`src/rtl/guess_validator.sv`:
```
// guess_validator
//   Dictionary checker placed between letter selection and the game FSM.
//   A start pulse captures a 5-letter guess. The guess is rejected if any
//   letter is blank or illegal. Otherwise the combinational word ROM is
//   scanned one entry per cycle for an exact match. The result is reported
//   with a one-cycle done pulse.
//
// Ports
//   logicclk    in   clock, rising edge
//   clr         in   asynchronous reset, active-high
//   start       in   request pulse, sampled only in IDLE
//   guess       in   25b, letter i at guess[5*i +: 5] (0 blank, 1..26 A..Z)
//   dict_index  out  IDX_W, registered ROM address
//   dict_word   in   25b, ROM data for dict_index (same cycle)
//   busy        out  high in CHECK, SCAN and REPORT
//   done        out  one-cycle pulse in REPORT
//   accepted    out  result of the last check
//   bad_letter  out  last reject was caused by a blank/illegal letter
//
// Build option
//   GUESS_VALIDATOR_BYPASS_EN : drop the dictionary scan; every guess with
//   legal letters is accepted straight from CHECK.
//
// state  | meaning
// IDLE   | waiting for start
// CHECK  | letter legality test on the captured guess
// SCAN   | compare one ROM entry per cycle
// REPORT | done pulse, results valid

module guess_validator #(
  parameter int DICT_SIZE = 100,
  parameter int IDX_W     = 7
) (
  input  logic             logicclk,
  input  logic             clr,
  input  logic             start,
  input  logic [24:0]      guess,
  output logic [IDX_W-1:0] dict_index,
  input  logic [24:0]      dict_word,
  output logic             busy,
  output logic             done,
  output logic             accepted,
  output logic             bad_letter
);

  typedef enum logic [1:0] {
    S_IDLE   = 2'd0,
    S_CHECK  = 2'd1,
    S_SCAN   = 2'd2,
    S_REPORT = 2'd3
  } state_t;

  localparam logic [IDX_W-1:0] LAST_IDX = IDX_W'(DICT_SIZE - 1);

  state_t           r_state;
  logic [24:0]      r_guess_q;
  logic [IDX_W-1:0] r_dict_index;
  logic             r_busy;
  logic             r_done;
  logic             r_accepted;
  logic             r_bad_letter;

  logic w_bad;
  logic w_match;

  always_comb begin
    w_bad = 1'b0;
    for (int i = 0; i < 5; i++) begin
      if (r_guess_q[5*i +: 5] == 5'd0 || r_guess_q[5*i +: 5] > 5'd26)
        w_bad = 1'b1;
    end
  end

`ifdef GUESS_VALIDATOR_BYPASS_EN
  // ROM data is not consulted in this build.
  logic w_unused_word;
  assign w_unused_word = ^dict_word;
  assign w_match       = 1'b0;
`else
  assign w_match = (dict_word == r_guess_q);
`endif

  always_ff @(posedge logicclk or posedge clr) begin
    if (clr) begin
      r_state      <= S_IDLE;
      r_guess_q    <= '0;
      r_dict_index <= '0;
      r_busy       <= 1'b0;
      r_done       <= 1'b0;
      r_accepted   <= 1'b0;
      r_bad_letter <= 1'b0;
    end else begin
      r_done <= 1'b0;
      case (r_state)
        S_IDLE: begin
          if (start) begin
            r_guess_q    <= guess;
            r_accepted   <= 1'b0;
            r_bad_letter <= 1'b0;
            r_busy       <= 1'b1;
            r_state      <= S_CHECK;
          end
        end
        S_CHECK: begin
          if (w_bad) begin
            r_bad_letter <= 1'b1;
            r_accepted   <= 1'b0;
            r_done       <= 1'b1;
            r_state      <= S_REPORT;
          end else begin
`ifdef GUESS_VALIDATOR_BYPASS_EN
            r_accepted   <= 1'b1;
            r_done       <= 1'b1;
            r_state      <= S_REPORT;
`else
            r_dict_index <= '0;
            r_state      <= S_SCAN;
`endif
          end
        end
        S_SCAN: begin
          if (w_match) begin
            r_accepted <= 1'b1;
            r_done     <= 1'b1;
            r_state    <= S_REPORT;
          end else if (r_dict_index == LAST_IDX) begin
            // last entry checked; index stays put so it never passes DICT_SIZE-1
            r_accepted <= 1'b0;
            r_done     <= 1'b1;
            r_state    <= S_REPORT;
          end else begin
            r_dict_index <= r_dict_index + 1'b1;
          end
        end
        S_REPORT: begin
          r_busy       <= 1'b0;
          r_dict_index <= '0;
          r_state      <= S_IDLE;
        end
        default: r_state <= S_IDLE;
      endcase
    end
  end

  assign dict_index = r_dict_index;
  assign busy       = r_busy;
  assign done       = r_done;
  assign accepted   = r_accepted;
  assign bad_letter = r_bad_letter;

endmodule

```
`config.mk`:
```
export PLATFORM = sky130hd
export DESIGN_NAME = guess_validator
export DESIGN_NICKNAME = d
export VERILOG_FILES = /design/src/rtl/guess_validator.sv
export SDC_FILE = /design/constraint.sdc
export NUM_CORES = 1
export LEC_CHECK = 0
export CORE_UTILIZATION = 43
export DETAILED_ROUTE_END_ITERATION = 7
export PLACE_DENSITY = 0.84
export SLEW_MARGIN = 20
export SYNTH_ARGS = -nofsm -noshare
export SYNTH_HDL_FRONTEND = slang
export SYNTH_SLANG_ARGS = --single-unit
```
`constraint.sdc`:
```
create_clock -name logicclk -period 1.9 [get_ports logicclk]
set_input_delay 0.285 -clock logicclk [delete_from_list [all_inputs] [get_ports logicclk]]
set_output_delay 0.285 -clock logicclk [all_outputs]
set_load 0.1 [all_outputs]
```
==> flow_summary.toml <==
[global_route]
antenna_found_initial = 0
grt_max_degree = 30
grt.overflow.total = 0
grt_pass1_wl_um = 9360
grt_use_total = 0.237
grt_pass1_vias = 1984

[finish]
nFillCells = 313
diodes = 0
layout_commonest_cell = "clkdlybuf4s50_1"
layout_common_cells = "clkdlybuf4s50_1 (52), buf_4 (39), dfrtp_1 (31), mux2_2 (26), xor2_1 (24)"
instances_no_fill = 367
ff_latch_area_sq_um = 967
final_nets = 357
drive_above_1_share = 0.407
area_delta_synth_final_pct = 62.5
multi_input_area_sq_um = 1340
final_util = 0.735
design_area_sq_um = 3520

[route]
drtIter0Drc = 75
drcViolationCount = 0
post_drt_via_cell_ratio = 5.29
avgRoutedWirePerCell_um = 16.4
ant_nets = 0
routed_wl_um = 6010
first_pass_iters = 4
num_vias = 1940

[run_status]
outcome = "finished with violations"
violations = "negative setup slack"

[setup_path]
arrival_ns = 2.27
cpLargestDelayFamily = "compound AO/OA/AOI/OAI gates"
critPathRequiredTime_ns = 2.09
end_kind = "flip-flop"
worst-path-buf-inv = 1
slowest_delay_ns = 0.43
cp-start-kind = "flip-flop"
critPathMaxFanout = 6
crit_chain = "a21oi_1 -> o22ai_4 -> buf_4 -> o21ai_2 -> o221ai_4 -> or3_4 -> mux2_2"
critPathSlowestCell = "dfrtp_1"
crit_type = "reg -> reg"

[floorplan]
rows = 25
dieArea_sq_um = 5320
initial_core_util = 0.452
core_sq_um = 4790
io_pins = 64
die_x_um = 72.9
fp.dieH_um = 72.9

[sta]
hold_viol_final = 0
fin_crit_sh = 1.09
rsz0062_at_grt = "yes"
drv_slew = 0
whs_ns = 0.278
max-slew-margin-rel = 0.714
max_freq_ghz = 0.482
final-setup-viol-count = 12
skew_ns = 0.00687
worst_pin_slew_ns = 0.428
setup_slack_ns = -0.176
period_minus_slack_ns = 2.08
totalNegativeSetupSlack_ns = -1.16

[clock_network]
clk_latency_ns = 0.30
cts_hold_buf = 0
clkTransAtPathRegs_ns = 0.08
htree_levels = 2
cts_root_buf = "clkbuf_8"
cts_buffers = 5
clockBufferDepth = 2
cts_tree = "built"
cts_sinks = 38

[yosys]
syn_nets = 252
yosysSeqAreaShare = 0.440
synthesis.area_sq_um = 2160
yosys_warnings = 0
ys_ff_latch = 38
syn_area_per_cell_sq_um = 11.2
synthCells = 194
synth_cell_types = 38

[placed_design]
finalWeightedCongestion = 0.811
dpl.cell_count = 350
place_hpwl_um = 3950
dpl-instance-area_sq_um = 3100
io_buffers = 63

[pwr]
peakVddDrop_mv = 0.961
p_leak_nw = 1.46
pwr_density_cell_nw_per_um2 = 1640

[worst_hold_path]
hold_path_class = "in -> async"

[run]
maxCapViolations = 0
-- cells by family after synthesis --
group | count (synthesis) | synth area share
muxes | 32 | 0.163
and+or+nand+nor | 45 | 0.113
AOI/OAI and AO/OA | 37 | 0.131
buffers and inverters | 12 | 0.0226
xor gates and xnor gates | 25 | 0.101
DFF | 38 | 0.440
adders and majority gates | 5 | 0.0289
-- worst paths after layout --
path	depth (start not counted)	end	slack, ns	startpoint
max	7	dict_index[0]$_DFFE_PP0P_	-0.18	r_guess_q[21]$_DFFE_PP0P_
min	2	dict_index[0]$_DFFE_PP0P_	0.28	clr
max reg2reg	7	dict_index[0]$_DFFE_PP0P_	-0.18	r_guess_q[21]$_DFFE_PP0P_
min reg2reg	2	busy$_DFFE_PP0P_	0.56	busy$_DFFE_PP0P_
max in group asynchronous	3	r_guess_q[11]$_DFFE_PP0P_	1.12	clr
min in group logicclk	2	busy$_DFFE_PP0P_	0.56	busy$_DFFE_PP0P_
-- synthesized netlist by cell type (all sizes together) --
cell type / count / share of area
dfrtp: 38 / 0.44
mux2: 26 / 0.14
xor2: 25 / 0.10
a21oi: 10 / 0.027
nand2: 10 / 0.017
inv: 8 / 0.014
o21ai: 8 / 0.020
nor3: 7 / 0.021
mux2i: 6 / 0.028
nor2: 6 / 0.010
nor4: 6 / 0.017
ha: 5 / 0.029
nand3: 5 / 0.012
or4: 4 / 0.014
clkbuf: 3 / 0.0052
o21bai: 3 / 0.010
o22ai: 3 / 0.014
a31oi: 2 / 0.0058
nand4: 2 / 0.0058
o221ai: 2 / 0.016
o31ai: 2 / 0.0069
or3: 2 / 0.0058
a22o: 1 / 0.0040
a31o: 1 / 0.0040
buf: 1 / 0.0035
nand2b: 1 / 0.0029
nor4b: 1 / 0.0040
o211ai: 1 / 0.0035
o21a: 1 / 0.0035
o2bb2ai: 1 / 0.0040
o311ai: 1 / 0.0040
o32ai: 1 / 0.0075
or2: 1 / 0.0029
-- layer usage --
layer / up-vias / wire length, um / global-route usage
met5: - / 0 / 0
met4: 0 / 142 / 0.0784
met3: 11 / 318 / 0.0663
met2: 68 / 3170 / 0.420
met1: 941 / 2380 / 0.276
li1: 920 / - / -
-- metrics by stage --
stage	power (mW)	setup slack (ns)
final	5.76	-0.176
after global placement	4.11	-0.357
after floorplan	3.21	0.000302
after detailed placement	4.21	-0.444
after CTS	5.47	-0.0932
after global routing	6.10	-0.273
-- registers in the layout (all words and copies together) (netlist names) --
register / cells
r_guess_q: 25
dict_index: 7
r_state: 2
accepted: 1
bad_letter: 1
busy: 1
done: 1
-- area by class of cell --
type | instances | area share
Multi-Input combinational cell | 144 | 0.380
Sequential cell | 38 | 0.275
Timing Repair Buffer | 102 | 0.272
Tap cell | 67 | 0.0238
Clock buffer | 6 | 0.0235
Clock inverter | 2 | 0.0171
Inverter | 8 | 0.00854
-- report_power, final --
group	total [mW]	leakage [nW]	switching [mW]	internal [mW]
Combinational	3.35	0.939	1.71	1.65
Clock	0.869	0.0714	0.309	0.560
Sequential	1.54	0.455	0.377	1.17
Total	5.76	1.46	2.39	3.37
-- repair_timing --
| item | CTS | global route |
|---|---|---|
| buffers inserted | 9 | 2 |
| gates resized for setup | 23 | 15 |
| endpoints found under the setup margin | 12 | 12 |
| pin swaps | 15 | 13 |
No activity file was read; power rests on OpenSTA's default activity.
